**src/rtl/ctrl_unit_mc.sv**
```systemverilog
// ctrl_unit_mc: RV32IM decode/control stage for the pipelined core.
// Decodes the ID instruction, drives ID branch controls combinationally,
// registers the EX control bundle and sequences multi-cycle MUL/DIV ops.
// Optional feature macro: CTRL_MEXT_EN enables the M-extension sequencer.
module ctrl_unit_mc #(
    parameter int MUL_LAT = 2,
    parameter int DIV_LAT = 33,
    parameter int CNT_W   = 6
) (
    input  logic       clk,
    input  logic       rst_n,
    input  logic [31:0] inst,
    input  logic       inst_valid,
    input  logic       cmp_res,
    input  logic       stall_in,
    input  logic       flush_in,
    output logic       id_branch,
    output logic       id_jalr,
    output logic       id_rs1use,
    output logic       id_rs2use,
    output logic [2:0] id_cmp_ctrl,
    output logic       id_stall,
    output logic       md_start,
    output logic       md_abort,
    output logic [2:0] md_op,
    output logic       ex_valid,
    output logic       ex_alusrc_a,
    output logic       ex_alusrc_b,
    output logic       ex_datatoreg,
    output logic       ex_regwrite,
    output logic       ex_mem_w,
    output logic       ex_mio,
    output logic       ex_md_sel,
    output logic       ex_illegal,
    output logic [3:0] ex_alu_ctrl,
    output logic [2:0] ex_imm_sel,
    output logic [1:0] ex_hazard_optype,
    output logic [2:0] ex_md_op
);

`ifdef CTRL_MEXT_EN
    localparam logic MextEn = 1'b1;
`else
    localparam logic MextEn = 1'b0;
`endif

    localparam logic [6:0] OpR      = 7'b0110011;
    localparam logic [6:0] OpImm    = 7'b0010011;
    localparam logic [6:0] OpLoad   = 7'b0000011;
    localparam logic [6:0] OpStore  = 7'b0100011;
    localparam logic [6:0] OpBranch = 7'b1100011;
    localparam logic [6:0] OpJal    = 7'b1101111;
    localparam logic [6:0] OpJalr   = 7'b1100111;
    localparam logic [6:0] OpLui    = 7'b0110111;
    localparam logic [6:0] OpAuipc  = 7'b0010111;

    localparam logic [CNT_W-1:0] MulCnt = CNT_W'(MUL_LAT - 1);
    localparam logic [CNT_W-1:0] DivCnt = CNT_W'(DIV_LAT - 1);

    typedef enum logic {IDLE, BUSY} state_t;

    typedef struct packed {
        logic       valid;
        logic       alusrcA;
        logic       alusrcB;
        logic       datatoreg;
        logic       regwrite;
        logic       memW;
        logic       mio;
        logic       mdSel;
        logic       illegal;
        logic [3:0] aluCtrl;
        logic [2:0] immSel;
        logic [1:0] hazOp;
        logic [2:0] mdOp;
    } exBundle_t;

    logic [6:0] opcode;
    logic [2:0] funct3;
    logic [6:0] funct7;
    logic       unusedInstBits;

    assign opcode = inst[6:0];
    assign funct3 = inst[14:12];
    assign funct7 = inst[31:25];
    assign unusedInstBits = ^{inst[24:15], inst[11:7]};

    exBundle_t  dec;
    exBundle_t  exBundle_d, exBundle_q;
    logic       isMop, isBranch, isJump, isJalr, rs1Use, rs2Use, legal;
    logic [2:0] cmpCtrl;
    state_t     state_d, state_q;
    logic [CNT_W-1:0] cnt_d, cnt_q;
    logic [2:0] opReg_d, opReg_q;
    logic       mdStart, mdAbort, busyStall;

    // Register/immediate ALU op from funct3; alt selects SUB or SRA.
    function automatic logic [3:0] aluCode(input logic [2:0] f3, input logic alt);
        case (f3)
            3'b000:  aluCode = alt ? 4'd2 : 4'd1;
            3'b001:  aluCode = 4'd3;
            3'b010:  aluCode = 4'd4;
            3'b011:  aluCode = 4'd5;
            3'b100:  aluCode = 4'd6;
            3'b101:  aluCode = alt ? 4'd10 : 4'd7;
            3'b110:  aluCode = 4'd8;
            default: aluCode = 4'd9;
        endcase
    endfunction

    // Instruction decode into the EX bundle and the ID-resolved controls.
    always_comb begin
        dec       = '0;
        dec.valid = 1'b1;
        legal     = 1'b1;
        isMop     = 1'b0;
        isBranch  = 1'b0;
        isJump    = 1'b0;
        isJalr    = 1'b0;
        rs1Use    = 1'b0;
        rs2Use    = 1'b0;
        cmpCtrl   = 3'd0;
        case (opcode)
            OpR: begin
                rs1Use = 1'b1;
                rs2Use = 1'b1;
                dec.regwrite = 1'b1;
                dec.hazOp    = 2'd1;
                if (funct7 == 7'h01 && MextEn) begin
                    isMop     = 1'b1;
                    dec.mdSel = 1'b1;
                    dec.mdOp  = funct3;
                end else if (funct7 == 7'h00 ||
                             (funct7 == 7'h20 && (funct3 == 3'b000 || funct3 == 3'b101))) begin
                    dec.aluCtrl = aluCode(funct3, funct7[5]);
                end else begin
                    legal = 1'b0;
                end
            end
            OpImm: begin
                rs1Use = 1'b1;
                dec.alusrcB  = 1'b1;
                dec.regwrite = 1'b1;
                dec.hazOp    = 2'd1;
                dec.immSel   = 3'd1;
                dec.aluCtrl  = aluCode(funct3, funct7[5] && funct3 == 3'b101);
                if ((funct3 == 3'b001 && funct7 != 7'h00) ||
                    (funct3 == 3'b101 && funct7 != 7'h00 && funct7 != 7'h20))
                    legal = 1'b0;
            end
            OpLoad: begin
                rs1Use = 1'b1;
                dec.alusrcB   = 1'b1;
                dec.datatoreg = 1'b1;
                dec.regwrite  = 1'b1;
                dec.mio       = 1'b1;
                dec.hazOp     = 2'd2;
                dec.immSel    = 3'd1;
                dec.aluCtrl   = 4'd1;
                if (funct3 == 3'b011 || funct3 == 3'b110 || funct3 == 3'b111)
                    legal = 1'b0;
            end
            OpStore: begin
                rs1Use = 1'b1;
                rs2Use = 1'b1;
                dec.alusrcB = 1'b1;
                dec.memW    = 1'b1;
                dec.mio     = 1'b1;
                dec.hazOp   = 2'd3;
                dec.immSel  = 3'd4;
                dec.aluCtrl = 4'd1;
                if (funct3[2] || funct3 == 3'b011)
                    legal = 1'b0;
            end
            OpBranch: begin
                rs1Use     = 1'b1;
                rs2Use     = 1'b1;
                isBranch   = 1'b1;
                dec.immSel = 3'd2;
                case (funct3)
                    3'b000:  cmpCtrl = 3'd1;
                    3'b001:  cmpCtrl = 3'd2;
                    3'b100:  cmpCtrl = 3'd3;
                    3'b110:  cmpCtrl = 3'd4;
                    3'b101:  cmpCtrl = 3'd5;
                    3'b111:  cmpCtrl = 3'd6;
                    default: legal   = 1'b0;
                endcase
            end
            OpJal: begin
                isJump = 1'b1;
                dec.alusrcA  = 1'b1;
                dec.regwrite = 1'b1;
                dec.hazOp    = 2'd1;
                dec.immSel   = 3'd3;
                dec.aluCtrl  = 4'd11;
            end
            OpJalr: begin
                isJump = 1'b1;
                isJalr = 1'b1;
                rs1Use = 1'b1;
                dec.alusrcA  = 1'b1;
                dec.regwrite = 1'b1;
                dec.hazOp    = 2'd1;
                dec.immSel   = 3'd1;
                dec.aluCtrl  = 4'd11;
                if (funct3 != 3'b000)
                    legal = 1'b0;
            end
            OpLui: begin
                dec.alusrcB  = 1'b1;
                dec.regwrite = 1'b1;
                dec.hazOp    = 2'd1;
                dec.immSel   = 3'd5;
                dec.aluCtrl  = 4'd12;
            end
            OpAuipc: begin
                dec.alusrcA  = 1'b1;
                dec.alusrcB  = 1'b1;
                dec.regwrite = 1'b1;
                dec.hazOp    = 2'd1;
                dec.immSel   = 3'd5;
                dec.aluCtrl  = 4'd1;
            end
            default: legal = 1'b0;
        endcase
        if (!legal) begin
            dec         = '0;
            dec.valid   = 1'b1;
            dec.illegal = 1'b1;
            isMop       = 1'b0;
            isBranch    = 1'b0;
            isJump      = 1'b0;
            isJalr      = 1'b0;
            rs1Use      = 1'b0;
            rs2Use      = 1'b0;
            cmpCtrl     = 3'd0;
        end
    end

    assign id_branch   = inst_valid & ((isBranch & cmp_res) | isJump);
    assign id_jalr     = inst_valid & isJalr;
    assign id_rs1use   = inst_valid & rs1Use;
    assign id_rs2use   = inst_valid & rs2Use;
    assign id_cmp_ctrl = inst_valid ? cmpCtrl : 3'd0;

    // MUL/DIV sequencer: launch, count down latency, hold for stall, abort on flush.
    always_comb begin
        state_d   = state_q;
        cnt_d     = cnt_q;
        opReg_d   = opReg_q;
        mdStart   = 1'b0;
        mdAbort   = 1'b0;
        busyStall = 1'b0;
        md_op     = 3'd0;
        case (state_q)
            IDLE: begin
                if (inst_valid && isMop && !flush_in) begin
                    mdStart   = 1'b1;
                    busyStall = 1'b1;
                    md_op     = funct3;
                    opReg_d   = funct3;
                    cnt_d     = funct3[2] ? DivCnt : MulCnt;
                    state_d   = BUSY;
                end
            end
            BUSY: begin
                md_op     = opReg_q;
                busyStall = (cnt_q != '0) | stall_in;
                if (flush_in) begin
                    mdAbort = 1'b1;
                    cnt_d   = '0;
                    state_d = IDLE;
                end else if (cnt_q != '0) begin
                    cnt_d = cnt_q - 1'b1;
                end else if (!stall_in) begin
                    state_d = IDLE;
                end
            end
            default: state_d = IDLE;
        endcase
    end

    assign md_start = mdStart & rst_n;
    assign md_abort = mdAbort;
    assign id_stall = stall_in | busyStall;

    // Sequencer state, latency counter and in-flight funct3.
    always_ff @(posedge clk or negedge rst_n) begin
        if (!rst_n) begin
            state_q <= IDLE;
            cnt_q   <= '0;
            opReg_q <= 3'd0;
        end else begin
            state_q <= state_d;
            cnt_q   <= cnt_d;
            opReg_q <= opReg_d;
        end
    end

    assign exBundle_d = (flush_in || id_stall || !inst_valid) ? '0 : dec;

    // EX control bundle pipeline register; bubbles on flush, stall or empty slot.
    always_ff @(posedge clk or negedge rst_n) begin
        if (!rst_n) begin
            exBundle_q <= '0;
        end else begin
            exBundle_q <= exBundle_d;
        end
    end

    assign ex_valid         = exBundle_q.valid;
    assign ex_alusrc_a      = exBundle_q.alusrcA;
    assign ex_alusrc_b      = exBundle_q.alusrcB;
    assign ex_datatoreg     = exBundle_q.datatoreg;
    assign ex_regwrite      = exBundle_q.regwrite;
    assign ex_mem_w         = exBundle_q.memW;
    assign ex_mio           = exBundle_q.mio;
    assign ex_md_sel        = exBundle_q.mdSel;
    assign ex_illegal       = exBundle_q.illegal;
    assign ex_alu_ctrl      = exBundle_q.aluCtrl;
    assign ex_imm_sel       = exBundle_q.immSel;
    assign ex_hazard_optype = exBundle_q.hazOp;
    assign ex_md_op         = exBundle_q.mdOp;

endmodule

```
**config.mk**
```make
export PLATFORM = sky130hd
export DESIGN_NAME = ctrl_unit_mc
export DESIGN_NICKNAME = d
export VERILOG_FILES = /design/src/rtl/ctrl_unit_mc.sv
export SDC_FILE = /design/constraint.sdc
export NUM_CORES = 1
export LEC_CHECK = 0
export ABC_AREA = 1
export BUFFER_PORTS_ARGS = -buffer_cell sky130_fd_sc_hd__buf_4
export CAP_MARGIN = 20
export CORE_UTILIZATION = 45
export DETAILED_ROUTE_END_ITERATION = 16
export PLACE_DENSITY = 0.86
export SETUP_SLACK_MARGIN = 0.3
export SLEW_MARGIN = 20
export SYNTH_ARGS = -nofsm -noshare
export SYNTH_HDL_FRONTEND = slang
export SYNTH_SLANG_ARGS = --single-unit
```
**constraint.sdc**
```tcl
create_clock -name clk -period 3.45 [get_ports clk]
set_input_delay 0.1725 -clock clk [delete_from_list [all_inputs] [get_ports clk]]
set_output_delay 0.1725 -clock clk [all_outputs]
set_load 0.005 [all_outputs]
```
==> results.json, run 1 <==
{
  "r2r_slack_ps": 1810,
  "r2r_start": "cnt_q[0]",
  "post_cts_buffers": 0,
  "multiInputGateArea_um2": 917,
  "async_reset_ff_share_pct": 100,
  "fin_crit_ps": 1660,
  "yosys.area.top_type": "dfrtp_1",
  "worstPathArrival_ps": 1490,
  "clock_latency_ps": 270,
  "setup_viol": 0,
  "wirelength_um": 3370,
  "finalCritPeriodShare_pct": 48.2,
  "p_leak_uw": 0.00119,
  "htreeDepth": 1,
  "skew_ps": 2.56,
  "ios": 72,
  "fp.coreArea_um2": 3470,
  "n_antenna_cell": 0,
  "cts.repair.resized": 0,
  "outcome": "complete, no violations",
  "globalRouteOverflowTotal": 0,
  "r2r.worst_path.cells": 8,
  "ff_latch_area_um2": 601,
  "rsz0062_at_grt": "no",
  "wl_per_cell_um": 10.3,
  "cts_max_path_buffers": 2,
  "yosys_warnings": 0,
  "nFillCells": 336,
  "drc_errors": 0,
  "dpl_cell_area_um2": 2060,
  "startpoint": "inst[1]",
  "whs_ps": 134,
  "grt_use_total_pct": 18.6,
  "grt_pass1_vias": 1387,
  "numCtsBuffers": 3,
  "antenna_found_initial": 0,
  "die_area_um2": 3990,
  "synth_cells": 229,
  "ir_worst_vdd_v": 0.000119,
  "synth-seq-area-share_pct": 35.7,
  "grt_max_degree": 25,
  "hold_viol_final": 0,
  "p_per_area_nw_per_um2": 260,
  "synth_edf_count": 0,
  "cts_sinks": 24,
  "drt_first_pass_iters": 4,
  "die_x_um": 63.1,
  "cts_tree": "built",
  "setup_total_negative_slack_ps": 0,
  "worstSetupEndpoint": "id_rs1use",
  "place_congestion": 0.940,
  "avgSynthCellArea_um2": 7.34,
  "path_clk_slew_ps": 80,
  "nets": 321,
  "fp.dieH_um": 63.1,
  "drv_slew": 0,
  "port_buffers": 48,
  "cts_root_buffer": "clkbuf_8",
  "final_cell_area_um2": 2120,
  "path_max_fanout": 7,
  "timing.rr.end": "ex_alu_ctrl[1]",
  "vias": 1544,
  "cp-end-kind": "primary output",
  "synth_ff_type": "dfrtp_1",
  "fmax_mhz": 602,
  "drt-initial-drc-count": 65,
  "cap_viol_max_count": 0,
  "hold_buffers": 1,
  "ys_seq_elements": 24,
  "yosys.area.top_type_share_pct": 35.7,
  "routed_via_density": 4.74,
  "rows": 21,
  "min_path_type": "in -> reg",
  "layout-drive-gt1-share_pct": 35.4,
  "synthesis.area_um2": 1680,
  "synthTopCellsByArea": "dfrtp_1, nand2_1, nor2_1",
  "syn_to_final_growth_pct": 26.3,
  "crit_path_start_kind": "input port",
  "required_ps": 3280,
  "dpl.hpwl_um": 2680,
  "ant_nets": 0,
  "initial_core_util_pct": 48.5,
  "grt_pass1_wl_um": 5870,
  "power_uw": 551,
  "yosysUniqueCellTypes": 29,
  "crit_type": "in -> out"
}
[cells in the mapped netlist, types with 2 or more instances]
| cell | count |
|---|---|
| a21oi_1 | 11 |
| buf_4 | 9 |
| clkinv_1 | 2 |
| dfrtp_1 | 24 |
| ha_1 | 2 |
| inv_1 | 22 |
| inv_2 | 7 |
| nand2_1 | 42 |
| nand2_2 | 8 |
| nand2_4 | 4 |
| nand3_1 | 12 |
| nand3_2 | 4 |
| nand3_4 | 2 |
| nand3b_1 | 2 |
| nand4_1 | 3 |
| nor2_1 | 40 |
| nor2_2 | 17 |
| nor3_1 | 4 |
| o21ai_0 | 4 |
[critical path: stages]
cell and delay, ps:
buf_4 110, nand2_1 110, inv_2 50, nand2_2 90, inv_4 70, nand2_1 100, nor2_1 60, nor2_2 160
nand4_4 220, nand2_4 170, nor2_2 40, buf_4 130
[cell type report]
class,count,area share [%]
well taps,46,2.71
inverters,32,5.77
flip-flops and latches,24,28.3
clock buffers,4,2.59
multi-input cells,171,43.2
repair buffers,49,17.4
[cells in the final DEF (no fill, tap or decap), types with 2 or more instances in the layout]
master and n:
nand2_4 4, nand2_2 8, nor3_1 4, conb_1 8, clkinv_1 2, inv_2 7
nor2_1 40, ha_1 2, nand3_2 4, nand3_1 12, a21oi_1 11, dfrtp_1 24
buf_4 48, o21ai_0 4, nand3_4 2, clkbuf_8 4, nand3b_1 2, nand4_1 3
inv_1 22, nor2_2 17, nand2_1 42
[kinds of logic (layout without fill, tap and decap cells)]
| logic type | count (synthesis) | in the layout | synth area share [%] |
|---|---|---|---|
| AO/OA/AOI/OAI | 17 | 17 | 5.43 |
| adder cells (fa/ha/maj) | 2 | 2 | 1.49 |
| buffers and inverters | 41 | 85 | 11.3 |
| flip-flops | 24 | 24 | 35.7 |
| other | 1 | 8 | 0.223 |
| AND/OR/NAND/NOR | 144 | 144 | 45.8 |
[report_power, final]
| part | internal [µW] | leakage, µW | switching [µW] |
|---|---|---|---|
| Clock | 102 | 0.0000288 | 84.7 |
| Combinational | 31.9 | 0.000845 | 50.6 |
| Sequential | 282 | 0.000319 | 0.306 |
| Total | 416 | 0.00119 | 136 |
[layer usage]
| layer | routed length (µm) | global-route usage, % | vias to the layer above |
|---|---|---|---|
| met5 | 0 | 0 | - |
| met4 | 44 | 6.98 | 0 |
| met3 | 166 | 2.36 | 4 |
| met2 | 1620 | 32.0 | 53 |
| met1 | 1530 | 23.5 | 681 |
| li1 | - | - | 806 |
[per-stage QoR]
step           utilization [%]  setup WS, ps  instances
6_report                  61.2          1790        326
5_1_grt                   61.2          1590        326
4_1_cts                   61.2          1780        326
3_5_place_dp              59.3          1780        321
3_3_place_gp              59.3          1800        321
2_1_floorplan                -          2040        236
[registers in the layout, summed over array words and instances (netlist names), 2 cells and up]
name and count:
ex_imm_sel 3, ex_alu_ctrl 4, ex_hazard_optype 2, cnt_q 6
[worst min-delay path by stage]
| stage | slack, ps | start | cells past startpoint | to |
|---|---|---|---|---|
| 6_report | 130 | inst[5] | 2 | ex_datatoreg |
| 5_1_grt | 130 | inst[5] | 2 | ex_datatoreg |
| 4_1_cts | 130 | inst[5] | 2 | ex_datatoreg |
| 3_5_place_dp | 80 | rst_n | 1 | ex_mio |
| 3_3_place_gp | 80 | rst_n | 1 | ex_mio |
| 2_1_floorplan | -120 | rst_n | 0 | cnt_q[0] |
Note: power is estimated with default switching activity, not from simulation.
==> inputs of run 2 (changes only) <==
--- a/config.mk
+++ b/config.mk
@@ -8,7 +8,7 @@
 export ABC_AREA = 1
 export BUFFER_PORTS_ARGS = -buffer_cell sky130_fd_sc_hd__buf_4
 export CAP_MARGIN = 20
-export CORE_UTILIZATION = 45
+export CORE_UTILIZATION = 43
 export DETAILED_ROUTE_END_ITERATION = 16
 export PLACE_DENSITY = 0.86
 export SETUP_SLACK_MARGIN = 0.3
==> constraint.sdc (replaced) <==
create_clock -name clk -period 1.3 [get_ports clk]
set_input_delay 0.065 -clock clk [delete_from_list [all_inputs] [get_ports clk]]
set_output_delay 0.065 -clock clk [all_outputs]
set_load 0.005 [all_outputs]
==> run 2 against run 1 <==
- the flow now finishes with violations (setup timing)
- setup slack worse by 2100 ps
- die area is 4.5% higher
- clock-buffer cell count unchanged
- clock skew rose by 7.6 ps
- cell area increased by 38%
- combinational power rose to 4.4 times the previous value
- critical path depth shrank 4
- non-clock buffer count increased by 56
- first-iteration DRC count grew 120%
- global-route usage increased by 8.3 points
- flip-flop and latch count unchanged
- critical endpoint is now ex_alu_ctrl[1]
- highest routed layer unchanged
==> results.json, run 2 (synthesized netlist as in run 1, its figures left out) <==
{
  "rows": 22,
  "required_ps": 1510,
  "initial_core_util_pct": 45.3,
  "worstPathArrival_ps": 1770,
  "slowest_delay_ps": 410,
  "skew_ps": 10.2,
  "vias": 1960,
  "globalRouteOverflowTotal": 0,
  "cts_tree": "built",
  "violations": "setup timing",
  "layout-drive-gt1-share_pct": 58.9,
  "cp_cell_sequence": "inv_2 -> ha_4 -> nand4_1 -> nand2_2 -> nand4_1 -> inv_2 -> nand3_4 -> nor2_1",
  "rsz0062_at_grt": "yes",
  "final_common_cell": "buf_4",
  "cts_max_path_buffers": 2,
  "drt_first_pass_iters": 4,
  "wirelength_um": 5830,
  "numCtsBuffers": 3,
  "finalCritPeriodShare_pct": 120,
  "htreeDepth": 1,
  "drc_errors": 0,
  "min_path_type": "in -> reg",
  "path_max_fanout": 5,
  "cp_slowest_cell": "dfrtp_1",
  "fmax_mhz": 640,
  "switchingPower_uw": 445,
  "largest_register_ffs": 6,
  "place_congestion": 0.863,
  "ant_nets": 0,
  "ios": 72,
  "grt_use_total_pct": 26.9,
  "ir_worst_vdd_v": 0.000406,
  "routed_via_density": 5.10,
  "combPwrFrac_pct": 22.3,
  "setup_slack_ps": -264,
  "p_per_area_nw_per_um2": 555,
  "outcome": "finished with violations",
  "dpl.hpwl_um": 3150,
  "fp.dieH_um": 64.5,
  "crit_type": "reg -> reg",
  "hold_viol_final": 0,
  "dpl_worst_slack_ps": -190,
  "cap_viol_max_count": 0,
  "top_register": "cnt_q",
  "die_x_um": 64.5,
  "cts_root_buffer": "clkbuf_8",
  "fin_crit_ps": 1560,
  "path_clk_slew_ps": 90,
  "nFillCells": 232,
  "switching_share_pct": 27.4,
  "utilization_pct": 78.7,
  "p_seq_share_pct": 46.2,
  "n_antenna_cell": 0,
  "cts_sinks": 24,
  "clock_latency_ps": 280,
  "drt-initial-drc-count": 143,
  "pwr-share-clk_pct": 31.5,
  "grt_pass1_vias": 1890,
  "nets": 377,
  "syn_to_final_growth_pct": 73.8,
  "grt_max_degree": 25,
  "p_leak_uw": 0.00157,
  "setup_total_negative_slack_ps": -4680,
  "wl_per_cell_um": 15.2,
  "drv_slew": 0,
  "p_int_uw": 1180,
  "die_area_um2": 4160,
  "setup_viol": 25,
  "port_buffers": 48,
  "layout_common_cells": "buf_4, nand2_1, nor2_1, dfrtp_1, nor2_2",
  "crit_path_start_kind": "flip-flop",
  "r2r_slack_ps": -260,
  "fp.coreArea_um2": 3720,
  "grt_pass1_wl_um": 8520,
  "antenna_found_initial": 0,
  "cp-end-kind": "flip-flop"
}
==> run 2: cell types whose count changed in the layout (fill, tap and decap cells not counted), moves of 4 or more <==
cell / previous run / this run
nand2_4: 4 / 8
inv_1: 22 / 15
nor2_4: 1 / 12
nand2_1: 42 / 33
buf_4: 48 / 82
nand3_4: 2 / 7
nor2_1: 40 / 25
nand2_2: 8 / 12
buf_6: 0 / 20
nor2_2: 17 / 21
==> run 2: area by class of cell <==
type / instances / area, µm² / share of cell area [%]
multi-input cells: 171 / 1170 / 40.1
repair buffers: 105 / 886 / 30.3
flip-flops and latches: 24 / 601 / 20.5
inverters: 32 / 150 / 5.14
well taps: 48 / 60.1 / 2.05
clock buffers: 4 / 55.1 / 1.88
==> run 2: power groups by stage <==
stage | clock (µW) | combinational, µW | sequential [µW]
2_1_floorplan | 0 | 134 | 765
3_3_place_gp | 0 | 251 | 764
3_5_place_dp | 0 | 255 | 764
4_1_cts | 506 | 308 | 749
5_1_grt | 537 | 386 | 749
6_report | 511 | 362 | 749
==> run 2: final timing paths <==
path | start | endpoint | cells past startpoint
worst min-delay path | stall_in | state_q | 2
min in group asynchronous | rst_n | ex_alu_ctrl[0] | 2
worst max-delay path | cnt_q[0] | ex_alu_ctrl[1] | 8
worst max register to register | cnt_q[0] | ex_alu_ctrl[1] | 8
max in group asynchronous | rst_n | ex_imm_sel[0] | 2
worst min register to register | cnt_q[5] | cnt_q[5] | 3
==> run 2: repair_timing <==
action | in CTS | in global routing
setup endpoints to repair | 33 | 33
setup buffers | 21 | 5
pin swaps | 31 | 24
hold buffers | 1 | 0
gates resized for setup | 58 | 35
hold endpoints to repair | 24 | 0
==> run 2: layer usage <==
metal | part of all wire [%] | vias to the layer above | global-route usage [%]
li1 | - | 918 | -
met4 | 6.7 | 0 | 13.6
met1 | 36 | 914 | 28.7
met5 | 0 | - | 0
met3 | 5.1 | 36 | 2.82
met2 | 53 | 92 | 51.4
==> run 2: worst max-delay path, delay by kind of cell, from the launching register on <==
kind	cells	cell delay (ps)
fa+ha+maj	1	130
buf+inv	2	270
flops	1	410
simple gates	5	680
==> run 2: per-stage QoR <==
step           hold WS (ps)  area (µm²)  instances  total power [µW]
6_report               42.5        2920        384              1620
5_1_grt                63.6        2920        384              1670
4_1_cts                27.9        2750        379              1560
3_5_place_dp          -27.6        2320        353              1020
3_3_place_gp          -29.5        2320        353              1010
2_1_floorplan          -231        1750        236               899
